==> config.mk <==
export PLATFORM = sky130hd
export DESIGN_NAME = button_debounce
export DESIGN_NICKNAME = d
export VERILOG_FILES = /design/src/rtl/button_debounce.sv
export SDC_FILE = /design/constraint.sdc
export NUM_CORES = 1
export LEC_CHECK = 0
export ABC_AREA = 1
export BUFFER_PORTS_ARGS = -buffer_cell sky130_fd_sc_hd__buf_2
export CAP_MARGIN = 10
export CORE_ASPECT_RATIO = 0.8
export CORE_MARGIN = 2
export CORE_UTILIZATION = 36
export CTS_BUF_LIST = sky130_fd_sc_hd__clkbuf_4
export CTS_CLUSTER_DIAMETER = 40
export DETAILED_ROUTE_END_ITERATION = 7
export GPL_TIMING_DRIVEN = 0
export PLACE_DENSITY_LB_ADDON = 0.12
export SETUP_SLACK_MARGIN = 0.3
export SKIP_LAST_GASP = 1
export SYNTH_ARGS = -nofsm -noshare
export SYNTH_HDL_FRONTEND = slang
export SYNTH_SLANG_ARGS = --single-unit
==> constraint.sdc <==
create_clock -name Clock -period 4.25 [get_ports Clock]
set_input_delay 0.6375 -clock Clock [delete_from_list [all_inputs] [get_ports Clock]]
set_output_delay 0.6375 -clock Clock [all_outputs]
set_load 0.1 [all_outputs]
==> src/rtl/button_debounce.sv <==
// Four-channel key debouncer: 2-flop synchroniser, stable-time counter, registered level/press/release.
// Define BUTTON_DEBOUNCE_REPEAT_EN to add per-channel auto-repeat of btn_press while a key is held.
module button_debounce #(
  parameter int unsigned STABLE_CYCLES = 270000,
  parameter int unsigned REPEAT_DELAY  = 13500000,
  parameter int unsigned REPEAT_PERIOD = 2700000
) (
  input  logic       Clock,
  input  logic       Reset_n,
  input  logic [3:0] btn_raw_n,
  output logic [3:0] btn_level,
  output logic [3:0] btn_press,
  output logic [3:0] btn_release
);

  localparam int unsigned CW = (STABLE_CYCLES > 1) ? $clog2(STABLE_CYCLES) : 1;
  localparam logic [CW-1:0] CNT_MAX = CW'(STABLE_CYCLES - 1);

  logic [3:0]    sync1_q, sync2_q;
  logic [3:0]    level_q, level_d;
  logic [3:0]    press_q, press_d;
  logic [3:0]    release_q, release_d;
  logic [CW-1:0] cnt_q [4];
  logic [CW-1:0] cnt_d [4];
  logic [3:0]    sync_w, diff_w, accept_w;

  assign sync_w = ~sync2_q;
  assign diff_w = sync_w ^ level_q;

`ifdef BUTTON_DEBOUNCE_REPEAT_EN
  localparam int unsigned RMAX = (REPEAT_DELAY > REPEAT_PERIOD) ? REPEAT_DELAY : REPEAT_PERIOD;
  localparam int unsigned RCW  = (RMAX > 1) ? $clog2(RMAX) : 1;
  localparam logic [RCW-1:0] DELAY_MAX  = RCW'(REPEAT_DELAY - 1);
  localparam logic [RCW-1:0] PERIOD_MAX = RCW'(REPEAT_PERIOD - 1);

  typedef enum logic [1:0] {RPT_IDLE, RPT_DELAY, RPT_REPEAT} rpt_state_t;

  rpt_state_t     rpt_q [4];
  rpt_state_t     rpt_d [4];
  logic [RCW-1:0] rcnt_q [4];
  logic [RCW-1:0] rcnt_d [4];
`endif

  // NOTE: every always_comb output gets a default before any branch, so no path can infer a latch.
  always_comb begin
    level_d   = level_q;
    press_d   = '0;
    release_d = '0;
    accept_w  = '0;
    for (int i = 0; i < 4; i++) begin
      cnt_d[i]    = cnt_q[i];
      accept_w[i] = diff_w[i] && (cnt_q[i] == CNT_MAX);
      // A bounce back to the accepted level restarts the stable-time measurement.
      if (!diff_w[i] || accept_w[i]) cnt_d[i] = '0;
      else                           cnt_d[i] = cnt_q[i] + CW'(1);
      if (accept_w[i]) begin
        level_d[i]   = ~level_q[i];
        press_d[i]   = ~level_q[i];
        release_d[i] =  level_q[i];
      end
    end

`ifdef BUTTON_DEBOUNCE_REPEAT_EN
    for (int i = 0; i < 4; i++) begin
      rpt_d[i]  = rpt_q[i];
      rcnt_d[i] = rcnt_q[i];
      if (accept_w[i] && !level_q[i]) begin
        rpt_d[i]  = RPT_DELAY;
        rcnt_d[i] = '0;
      end else if (accept_w[i] && level_q[i]) begin
        // Release wins: the machine idles this cycle and no repeat pulse can join btn_release.
        rpt_d[i]  = RPT_IDLE;
        rcnt_d[i] = '0;
      end else begin
        case (rpt_q[i])
          RPT_DELAY: begin
            if (rcnt_q[i] == DELAY_MAX) begin
              press_d[i] = 1'b1;
              rpt_d[i]   = RPT_REPEAT;
              rcnt_d[i]  = '0;
            end else begin
              rcnt_d[i]  = rcnt_q[i] + RCW'(1);
            end
          end
          RPT_REPEAT: begin
            if (rcnt_q[i] == PERIOD_MAX) begin
              press_d[i] = 1'b1;
              rcnt_d[i]  = '0;
            end else begin
              rcnt_d[i]  = rcnt_q[i] + RCW'(1);
            end
          end
          default: begin
            rpt_d[i]  = RPT_IDLE;
            rcnt_d[i] = '0;
          end
        endcase
      end
    end
`endif
  end

  // NOTE: sequential state uses non-blocking assignments; synchroniser resets to "released" (raw high).
  always_ff @(posedge Clock or negedge Reset_n) begin
    if (!Reset_n) begin
      sync1_q   <= '1;
      sync2_q   <= '1;
      level_q   <= '0;
      press_q   <= '0;
      release_q <= '0;
      for (int i = 0; i < 4; i++) begin
        cnt_q[i] <= '0;
`ifdef BUTTON_DEBOUNCE_REPEAT_EN
        rpt_q[i]  <= RPT_IDLE;
        rcnt_q[i] <= '0;
`endif
      end
    end else begin
      sync1_q   <= btn_raw_n;
      sync2_q   <= sync1_q;
      level_q   <= level_d;
      press_q   <= press_d;
      release_q <= release_d;
      for (int i = 0; i < 4; i++) begin
        cnt_q[i] <= cnt_d[i];
`ifdef BUTTON_DEBOUNCE_REPEAT_EN
        rpt_q[i]  <= rpt_d[i];
        rcnt_q[i] <= rcnt_d[i];
`endif
      end
    end
  end

  assign btn_level   = level_q;
  assign btn_press   = press_q;
  assign btn_release = release_q;

endmodule

# [After elaboration in Yosys (flattened, before gate mapping)]
# Cells that the tools add are included.
[totals] register_bits=96 input_bits=6
[op_classes] muxes=12 reduce_logical=12 bitwise_logic=6 eq_ne=4 addsub=4
[ops] op="19-bit by 1-bit adder with 19-bit output, second input constant" count=4
[ops] op="19-bit equality test, second input constant" count=4
[ops] op="19-bit 2-to-1 mux" count=4
[ops] op="1-bit 2-to-1 mux" count=8
[ops] op="1-bit logical AND" count=4
[ops] op="1-bit zero test" count=4
[ops] op="1-bit logical OR" count=4
[ops] op="1-bit inverter" count=4
[ops] op="4-bit inverter" count=1
[ops] op="4-bit XOR" count=1

# [Logic depth before layout (Yosys ltp)]
# Gate-level depths: netlist of the first run.
[logic_depth] ltp_word=5 ltp_mapped=9 ltp_nobuf=9

# [Worst setup path after synthesis of the first run]
# No wires, ideal clock.
[synth_timing] kind="register to register" startpoint="register level_q[1] (netlist: btn_level[1])" endpoint="register cnt_q[47] (netlist name)" period_less_slack_ns=1.733 setup_slack_ns=2.517 setup_time_ns=0.069 stages_incl_launch_ff=8 n_path_buf=1 arrival_time_ns=1.664 cell_sequence="dfrtp_1 > nand2_1 > inv_1 > nor2_1 > nor2_4 > inv_4 > buf_12 > nor2_2"
[synth_lines] element="start: declaration" line="20" text="logic [3:0] level_q, level_d;"
[synth_lines] element="start signal: assignment" line="121" text="level_q <= level_d;"
[synth_lines] element="end signal: indexed assignment" line="125" text="cnt_q[i] <= cnt_d[i];"
[synth_lines] element="end: declaration" line="23" text="logic [CW-1:0] cnt_q [4];"

# [Final worst setup path of the first run]
[layout_timing] startpoint="register level_q[0] (netlist: btn_level[0])" endpoint="output btn_level[0]"
[layout_lines] element="end: declaration" line="11" text="output logic [3:0] btn_level,"
# No word-level cell between the ends.

==> run summary, run 1 <==
The run finished with clean final reports. The worst-case IR drop observed on VDD is 0.136 mV. The final total negative setup slack came out at 0 ns. The arrival time reported for the critical path endpoint came out at 1.38 ns. In this run the cell area measured after placement is 0.00534 mm². The worst-case headroom to the max-slew limit came out at 59.0%. Summed over its instances, the top area cell type makes up 44.0% of the synthesized netlist area. The layer with the highest usage after global routing is met2.

0 antenna diodes ended up in the layout. TritonCTS built the clock tree. Summing the areas of all compound-gate instances in the mapped netlist gives 1.55% of the synthesized area. STA classifies the critical path startpoint as a register.

The overall fraction of global-route tracks in use came out at 15.1%. STA classifies the critical path endpoint as a primary output. The number of setup violations in the final report is 0. The number of cells traversed by the worst register-to-register path came out at 7. For this run, the post-layout net count is 666. The fill cell instance count of the final layout came out at 1432. The sum of net half-perimeters after detailed placement is 7250 µm.

The maximum achievable frequency is 496 MHz. For this design the ratio of total power to cell area is 275 mW/mm². The worst path needs 2.02 ns of the cycle, external delays included. The final setup skew came out at 0.00683 ns. The proportion of layout cells with a drive suffix above 1 is 12.9%. The pin count of the biggest net entering global routing is 51. The die width is 136 µm. The routed layout has 3845 vias.

The cell with the largest stage delay on the worst path is buf_2. Setup repair after global routing left no endpoint under its margin. The synthesized design spends more area on one cell type than any other, namely dfrtp_1. For this run the aggregate overflow at the end of global routing stands at 0. The first-pass iteration count of the detailed router came out at 4. The starting DRC count in detailed routing is 188. The synthesis-to-layout area growth is 9.60%. The number of buffers inserted by port buffering is 17.

The biggest fanout along the worst timing path came out at 5. In the final routed layout, each cell accounts on average for 11.6 µm. The final hold violation count came to 0. The site row count is 38.

Clock latency on the worst-skew pair, taken at its later pin, is 0.47 ns. The global routing usage on met2 is 23.6%. Broken down by cell family, the worst path's largest delay share belongs to buffers and inverters. The post-route fraction of the period consumed by the critical path came out at 47.4%. The simple logic cell fraction of the synthesized area is 34.7%. The H-tree level count came out at 3. The met1 track demand over resource in global routing came out at 20.6%. The number of synthesized register bits is 96. The mapped netlist covers 0.00500 mm².

The instance count of the mapped netlist is 627. The main combinational cell family by area after synthesis is simple AND/OR/NAND/NOR gates. The signal on the critical path passes through buf_2.

For the worst setup path, the data required time is 3.61 ns. The residual DRC count is 0. The region available for standard cell placement spans 0.0136 mm². The library cell used as clock root buffer is clkbuf_4. The buffering stage count on the worst path with inverters included came out at 1. The total wire length is 9780 µm. The multiplexer fraction of the synthesized cell area came out at 0%. After clock tree synthesis, the clock-pin slew on the worst setup and hold paths is 0.14 ns. The critical path class is reg -> out. The leading cell type in the layout, fill and taps excluded is nand2_1. The buffer depth of the longest clock path is 2.

The die covers 0.0149 mm². The largest stage delay on the critical path came out at 0.46 ns. By area the synthesized netlist is led by dfrtp_1 44%, nand2_1 11%, nor2_1 11%, xor2_1 6.1%, inv_1 4.5%. The global-route wire length before repair came out at 17700 µm. In the routed layout, each cell is associated on average with a via count of 4.57. The number of global-route vias before repair came to 3757.

At the end of routability-driven placement, the weighted congestion stood at 0.860. During synthesis, Yosys emitted a total of 0 warnings. The unique cell type count in the Yosys netlist came out at 27. The number of gates resized after CTS is 0. The number of nets with antenna violations after detailed routing is 0. The transition time at the pin with the least slew margin came out at 0.614 ns. The total of hold buffers inserted after clock tree synthesis came out at 0. The core occupancy in the finished layout is 40.5%. After Yosys synthesis, XOR and XNOR cells account for 8.58% of the synthesized area. The number of maximum-capacitance constraint violations came out at 0.

The I/O pin count is 18. From bottom edge to top edge, the die measures 109 µm. The met3 global-route usage came out at 4.15%. The buffer count from post-CTS setup fixing came out at 0. The number of pins with negative max-slew slack in the final report is 0.

The number of buffers added by the clock tree synthesis step came out at 9. Summing all non-filler instances in the final layout gives an area of 0.00548 mm². The adder and majority gate portion of the synthesized area is 1.00%.

The leakage power came out at 2.32 nW. Dividing the synthesized area by the synthesized cell count gives 7.98 µm². The path class of the tightest hold or removal check is in -> async.

The portion of the post-synthesis area used by sequential elements is 48.2%. In this run the number of cells on the critical path is 1. Leaving out fill and tap cells, the most frequent cells in the layout are 151 x nand2_1, 144 x nor2_1, 88 x dfrtp_1. The starting density of the core came out at 36.9%.

The initial antenna violation count was 0. The number of clock sinks is 96. The total nets after synthesis came out at 637.
## layout make-up
class                   count  area (µm²)  share of cell area, %
repair buffers             18         115                   2.10
well taps                 180         225                   4.11
inverters                  63         239                   4.36
clock buffers              11        82.6                   1.51
clock inverters             5        57.6                   1.05
multi-input cells         464        2290                   41.8
flip-flops and latches     96        2410                   44.0
plain buffers               4        57.6                   1.05
## through the flow
step                total power [mW]  setup WS (ns)  instances  hold WS (ns)
detailed placement              1.03           2.60        825         0.352
floorplan                      0.991           2.52        627         0.342
global route                    1.60           2.13        841         0.153
finish                          1.51           2.23        841         0.153
CTS                             1.55           2.19        841         0.146
global placement                1.02           1.55        824         0.352
## synth_stat cells
library cell / n
buf_6: 2
o21ai_0: 7
nor2_1: 144
xnor2_1: 14
ha_1: 4
nand3_1: 44
a21oi_1: 4
nand3_2: 4
nand2_2: 2
nor2_4: 5
and2_1: 1
buf_12: 1
dfstp_2: 8
inv_1: 60
buf_8: 1
nor3_2: 2
nor2_2: 19
inv_4: 1
dfrtp_1: 88
nand4_1: 8
xor2_1: 35
o21bai_1: 3
nand2_4: 3
inv_2: 2
nand2_1: 151
or2_2: 2
nor3_1: 12
## cell families (layout without fill, tap and decap cells)
kind of cell | Yosys count | in the layout
buffers and inverters | 67 | 101
adder cells (fa/ha/maj) | 4 | 4
XOR/XNOR | 49 | 49
AND/OR/NAND/NOR | 397 | 397
AO/OA/AOI/OAI | 14 | 14
flip-flops | 96 | 96
## worst reg2reg max path, stage by stage, from the launching register on
cell and delay [ns]:
dfrtp_1 0.39, ha_1 0.25, nand3_1 0.22, nor3_2 0.18, nand3_2 0.15, nand2_4 0.16, buf_6 0.16, nor2_1 0.05
## where the power goes
part / internal, mW / total [mW] / switching [mW]
registers: 0.930 / 0.941 / 0.0108
logic: 0.0225 / 0.0663 / 0.0438
clock network: 0.192 / 0.501 / 0.310
total: 1.14 / 1.51 / 0.364
## sequential cells by signal, summed over array words and instances (netlist names)
| signal | count |
|---|---|
| cnt_q | 76 |
| sync2_q | 4 |
| btn_press | 4 |
| sync1_q | 4 |
| btn_level | 4 |
| btn_release | 4 |
## final timing paths
path / endpoint / startpoint / slack, ns
max in group asynchronous: sync1_q[1] / Reset_n / 3.39
setup / recovery: btn_level[0] / btn_level[0] / 2.23
setup reg to reg: cnt_q[68] / cnt_q[57] / 2.59
hold reg to reg: sync2_q[2] / sync1_q[2] / 0.38
hold / removal: cnt_q[32] / Reset_n / 0.15
min in group Clock: sync1_q[3] / btn_raw_n[3] / 0.25
## layer usage
| layer | wire (µm) | vias up |
|---|---|---|
| met5 | 0 | - |
| met4 | 127 | 0 |
| met3 | 402 | 11 |
| met2 | 4200 | 63 |
| met1 | 5050 | 1786 |
| li1 | - | 1985 |
Power figures use the tool's default switching activity.
==> run 2: changes to the inputs <==
==> constraint.sdc (replaced) <==
create_clock -name Clock -period 2 [get_ports Clock]
set_input_delay 0.3 -clock Clock [delete_from_list [all_inputs] [get_ports Clock]]
set_output_delay 0.3 -clock Clock [all_outputs]
set_load 0.1 [all_outputs]
==> run summary, run 2 (synthesis gave the netlist of run 1 again) <==
In this run the critical register-to-register path is captured at cnt_q[65]. The sum of net half-perimeters after detailed placement is 7160 µm (-1.3%). The buffering stage count on the worst path with inverters included came to 1 (unchanged). The via density per instance is 4.46 (-2.5%). The insertion delay to the later sink of the worst-skew pair is 0.45 ns (-0.02 ns). The site row count was 38 (unchanged). The share of power burned in combinational logic is 4.5% (about the same).

The final total negative setup slack is 0 ns (unchanged). The number of non-filler instances in the completed layout was 846 (+0.59%). The sequential share of power is 59.9% (-2.5 points). The critical path class is reg -> out.

The total power of the final layout is 3.34 mW (+120%). The placeable core region was 0.0136 mm² (unchanged). The routed wirelength normalized by instance count is 11.7 µm (+0.55%). The worst flop-to-flop path startpoint is cnt_q[57]. The number of nets with antenna violations after detailed routing is 0 (unchanged). The time the final worst path needs with I/O delays and setup came out at 1.60 ns.

The final weighted congestion in routability-driven placement came out at 0.880 (+2.3%). The switching share of power came to 22.9% (-1.3 points). The number of cells traversed by the worst register-to-register path is 7 (unchanged). The arrival time reported for the critical path endpoint came out at 1.30 ns (-0.08 ns). The number of global-route vias before repair came to 3772 (+0.40%). Walking the worst path, the cells encountered are buf_2.

The fill cell instance count of the final layout is 1381 (-3.6%). STA classifies the critical path startpoint as a register. The total power density per cell area is 599 mW/mm² (+120%). The initial antenna violation count came to 0 (unchanged). The number of clock sinks came out at 96 (unchanged). After layout, the worst path uses 79.9% of the clock period. The path category of the worst min-delay check is reg -> reg. The overall fraction of global-route tracks in use was 14.8% (-0.30 points). The die span in y is 109 µm (unchanged). The final hold violation count is 0 (unchanged). The proportion of layout cells with a drive suffix above 1 was 13.5% (+0.65 points).

The kind of cell with the highest combined delay along the critical path is buffers and inverters. The part of the power in the clock network is 35.6% (+2.4 points). The clock edge transition at the registers on the reported setup and hold paths was 0.14 ns (about the same). The total grt overflow came out at 0 (unchanged). The die width was 136 µm (unchanged). The leakage power is 2.35 nW (+1.3%).

The top cell types in the final layout, fill and taps aside, are 151 x nand2_1, 144 x nor2_1, 87 x dfrtp_1. The instance count after placement with tap cells included is 825 (unchanged). The flow ran to the end, and the final reports show no timing, DRC or antenna violations. The switching power summed over all nets is 0.763 mW (+110%). STA classifies the critical path endpoint as a primary output. The number of nets in the final layout is 671 (+0.75%). The starting DRC count in detailed routing came out at 285 (+52%). The largest stage delay on the critical path came out at 0.43 ns (-0.03 ns).

The maximum achievable frequency came out at 626 MHz. The pin count of the biggest net entering global routing is 52 (+2.0%). The cell with the largest stage delay on the worst path is buf_2. The first-pass iteration count of the detailed router came out at 4 (unchanged).

The logic depth of the worst path, buffers included came out at 1 (unchanged). The worst-case headroom to the max-slew limit came out at 59.0% (-0.078 points). The residual DRC count was 0 (unchanged). The design internal power came out at 2.58 mW (+130%). The floorplan die area is 0.0149 mm² (unchanged).

The worst hold margin is 0.369 ns (+0.216 ns). The number of buffers added by the clock tree synthesis step came out at 9 (unchanged). The final setup skew came to 0.00963 ns (+0.00280 ns). The buffer depth of the longest clock path came to 2 (unchanged).

The combined area of the multi-input logic cells came out at 0.00231 mm² (+0.65%). The synthesis-to-layout area growth came out at 11.5%. The number of pins with negative max-slew slack in the final report came out at 0 (unchanged).

The I/O pin count is 18 (unchanged). The sequential standard cell area was 0.00241 mm² (about the same). The number of setup violations in the final report came out at 0 (unchanged). The first element of the critical path is btn_level[1]. The starting density of the core is 36.9% (unchanged). Following the worst setup path forward leads to its endpoint at btn_level[1]. The global-route wire length before repair is 17500 µm (-1.2%). The register bank with the most flops is cnt_q.

The library cell used most frequently in the layout, excluding fill and tap cells, is nand2_1. Setup repair after global routing left no endpoint under its margin. The number of maximum-capacitance constraint violations came out at 0 (unchanged). The core occupancy in the finished layout came out at 41.2% (+0.68 points). The antenna diode count is 0 (unchanged).

The maximum VDD drop is 0.226 mV (+65%). TritonCTS built the clock tree. The data required time at the worst endpoint was 1.70 ns (-1.91 ns). The number of flip-flops under the largest register name came out at 76 (unchanged).

The biggest fanout along the worst timing path came to 5 (unchanged). The total wire length came out at 9890 µm (+1.1%). The total vias in the final route is 3771 (-1.9%).

The tree is rooted in a clkbuf_4. The slack of the worst reg-to-reg path is 0.44 ns (-2.15 ns). Along the worst hold path, the cell count comes to 0. The H-tree level count is 3 (unchanged). The number of buffers inserted by port buffering came to 17 (unchanged).

The transition time at the pin with the least slew margin came out at 0.615 ns (+0.00117 ns).
-- run 2: changes by cell type in the layout (fill, tap and decap cells not counted), moves of 2 or more --
cell / before / now
dlygate4sd3_1: 0 / 5
clkbuf_4: 11 / 15
buf_2: 16 / 13
clkinvlp_4: 2 / 0
ha_1: 4 / 2
ha_2: 0 / 2
nand3_1: 44 / 42
nand3_2: 4 / 6
-- run 2: timing repair --
item / in CTS / in global routing
setup endpoints to repair: 0 / 26
setup buffers: 0 / 0
hold buffers: 5 / 0
endpoints found under the hold margin: 44 / 0
resized for setup: 0 / 7
-- run 2: stage by stage --
stage,instance area [µm²],worst slack [ns]
floorplan,5000,0.358
global placement,5320,-0.542
detailed placement,5350,0.338
CTS,5550,0.312
global route,5580,0.309
finish,5580,0.403
-- run 2: per-layer routing --
layer,track usage (%),share of wire (%),up-vias
met3,3.69,3.4,9
met1,21.0,53,1700
met5,0,0,-
li1,-,-,2009
met2,22.6,42,53
met4,4.02,0.94,0
-- run 2: power by group through the flow --
stage          Clock, mW  Sequential (mW)  Combinational [mW]
6_report            1.19             2.00               0.150
5_1_grt             1.32             2.01               0.176
4_1_cts             1.25             2.00               0.155
3_5_place_dp           0             2.04               0.148
3_3_place_gp           0             2.03               0.138
2_1_floorplan          0             2.03              0.0778
-- run 2: cell type report --
class                   count  share of cell area [%]
flip-flops and latches     96                    43.3
multi-input cells         464                    41.4
inverters                  63                    4.29
well taps                 180                    4.04
repair buffers             23                    3.10
clock buffers              12                    1.62
clock inverters             4                    1.23
plain buffers               4                    1.03
-- run 2: worst min path at each step --
stage,to,startpoint,slack (ns)
final,sync2_q[2],sync1_q[2],0.37
after CTS,sync2_q[2],sync1_q[2],0.37
after floorplan,btn_level[0],Reset_n,0.004
after global routing,sync2_q[2],sync1_q[2],0.38
after detailed placement,sync2_q[0],sync1_q[0],0.35
after global placement,sync2_q[0],sync1_q[0],0.35
==> run 3: changes to the inputs <==
==> constraint.sdc (replaced) <==
create_clock -name Clock -period 1.5 [get_ports Clock]
set_input_delay 0.225 -clock Clock [delete_from_list [all_inputs] [get_ports Clock]]
set_output_delay 0.225 -clock Clock [all_outputs]
set_load 0.1 [all_outputs]
==> run summary, run 3 (synthesis gave the netlist of run 1 again) <==
The run finished with clean final reports. The insertion delay to the later sink of the worst-skew pair is 0.47 ns (+0.02 ns). The H-tree level count was 3 (unchanged). The critical path goes through ha_4 > nand3_4 > nor3_4 > nand3_2 > nand2_4 > buf_6 > buf_12 > nor2_1. The biggest fanout along the worst timing path came out at 7 (+2). The number of pins with negative max-slew slack in the final report is 0 (unchanged). The number of buffers added by the clock tree synthesis step came to 9 (unchanged). The number of maximum-capacitance constraint violations is 0 (unchanged). The time the final worst path needs with I/O delays and setup is 1.47 ns.

The pre-CTS worst setup slack came out at -0.0604 ns (-0.398 ns). TritonCTS built the clock tree. The total grt overflow was 0 (unchanged). The total wire length is 11800 µm (+20%). The starting density of the core came out at 36.9% (unchanged). STA classifies the critical path startpoint as a register. Setup repair after global routing could not meet its margin everywhere. The residual DRC count came out at 0 (unchanged).

The final setup skew is 0.00614 ns (-0.00349 ns). The post-route fraction of the period consumed by the critical path is 97.9%. The number of cells traversed by the worst register-to-register path came out at 8 (+1).

The site row count came out at 38 (unchanged). The number of clock sinks is 96 (unchanged). The arrival time reported for the critical path endpoint is 1.85 ns (+0.55 ns).

The routed wirelength normalized by instance count is 12.9 µm (+9.9%). The sum of net half-perimeters after detailed placement is 7180 µm (+0.28%). The transition time at the pin with the least slew margin came to 0.496 ns (-0.119 ns).

The tightest min-delay check is of the in -> async type. The cell with the largest stage delay on the worst path is dfrtp_1. The synthesis-to-layout area growth is 43.4%.

The kind of cell with the highest combined delay along the critical path is simple AND/OR/NAND/NOR gates. The final weighted congestion in routability-driven placement is 0.849 (-3.5%). The number of global-route vias before repair came to 4161 (+10%).

The leading cell type in the layout, fill and taps excluded is nand2_1. The worst hold margin came out at 0.262 ns (-0.107 ns). The buffering stage count on the worst path with inverters included is 2 (+1). Based on the critical path, the design can be clocked at up to 681 MHz. The number of setup violations in the final report came out at 0 (unchanged).

The first-pass iteration count of the detailed router is 4 (unchanged). The sort of element at the end of the critical path is a register. The proportion of layout cells with a drive suffix above 1 is 41.6% (+28 points). The maximum VDD drop was 0.311 mV (+38%). The data required time at the worst endpoint is 1.88 ns (+0.18 ns). The critical path class is reg -> reg. The total vias in the final route came out at 4267 (+13%). The starting DRC count in detailed routing is 224 (-21%). The library cells used most frequently in the layout, excluding fill and tap cells, are 134 x nand2_1, 70 x nor2_1, 68 x dfrtp_1. The die span in y is 109 µm (unchanged).

The total power density per cell area came out at 607 mW/mm² (+1.4%). The largest stage delay on the critical path is 0.42 ns (about the same). The pin count of the biggest net entering global routing is 62 (+19%).

The antenna diode count was 0 (unchanged). The floorplan die area is 0.0149 mm² (unchanged). The overall fraction of global-route tracks in use came out at 16.6% (+1.8 points). The number of flip-flops under the largest register name came out at 76 (unchanged). The cell area reported after detailed placement came to 0.00547 mm² (+2.3%). The number of nets in the final layout came to 747 (+11%). The register bank with the most flops is cnt_q. The final hold violation count is 0 (unchanged). The global-route wire length before repair was 19500 µm (+12%). The die width came out at 136 µm (unchanged). The buffer depth of the longest clock path came out at 2 (unchanged). The clock edge transition at the registers on the reported setup and hold paths was 0.14 ns (about the same). The I/O pin count is 18 (unchanged). The placeable core region is 0.0136 mm² (unchanged). The via density per instance came out at 4.63 (+3.8%). The cell sitting at the root of the clock tree is a clkbuf_4. The post-layout instance area is 0.00718 mm² (+29%). The number of buffers inserted by port buffering came out at 17 (unchanged). The worst-case headroom to the max-slew limit is 66.9% (+8.0 points). The fill cell instance count of the final layout is 1228 (-11%). The initial antenna violation count came out at 0 (unchanged). The minimum setup slack in the final design was 0.0314 ns (-0.371 ns). The number of nets with antenna violations after detailed routing came out at 0 (unchanged). The leakage power was 2.89 nW (+23%). The logic depth of the worst path, buffers included is 8 (+7).
run 3: cell count changes in the layout (fill, tap and decap cells not counted), sizes merged:
cell,before,now
bufinv,2,0
clkinv,2,5
buf,19,98
clkbuf,15,10
inv,63,64
run 3: layout make-up:
type                    instances  area [µm²]  share of cell area, %
multi-input cells             464        3000                   41.8
flip-flops and latches         96        2450                   34.1
repair buffers                 99        1080                   15.1
inverters                      63         244                   3.40
well taps                     180         225                   3.14
clock buffers                  10        75.1                   1.05
plain buffers                   4        65.1                  0.907
clock inverters                 6        35.0                  0.488
run 3: repair_timing:
item,4_1_cts,5_1_grt
pin swaps,54,31
setup buffers,57,16
hold endpoints to repair,37,0
gates resized for setup,131,127
cloned,3,0
hold buffers,5,0
endpoints found under the setup margin,97,100
run 3: layer usage:
layer	vias to the layer above	wire, µm	global-route usage, %
met4	0	212	4.69
met1	2027	5680	23.0
met3	19	358	3.46
met5	-	0	0
met2	63	5590	26.4
li1	2158	-	-
run 3: path summary, 6_finish.rpt:
path	endpoint	from	slack, ns
worst max-delay path	cnt_q[31]	cnt_q[19]	0.03
worst min-delay path	cnt_q[35]	Reset_n	0.26
worst max register to register	cnt_q[31]	cnt_q[19]	0.03
worst min register to register	sync2_q[3]	sync1_q[3]	0.37
max in group asynchronous	sync1_q[1]	Reset_n	0.52
min in group Clock	sync2_q[3]	sync1_q[3]	0.37
run 3: metrics by stage:
step	std cells	utilization [%]	total power, mW	TNS (ns)
2_1_floorplan	627	-	2.83	0
5_1_grt	922	53.0	4.57	-1.47
3_5_place_dp	825	40.4	2.94	-0.559
4_1_cts	906	48.9	4.37	-0.00204
6_report	922	53.0	4.36	0
3_3_place_gp	824	40.1	2.92	-74.28
run 3: power breakdown:
group	total, mW	internal [mW]	switching (mW)
Combinational	0.408	0.200	0.208
Clock	1.27	0.354	0.917
Sequential	2.68	2.64	0.0432
Total	4.36	3.19	1.17
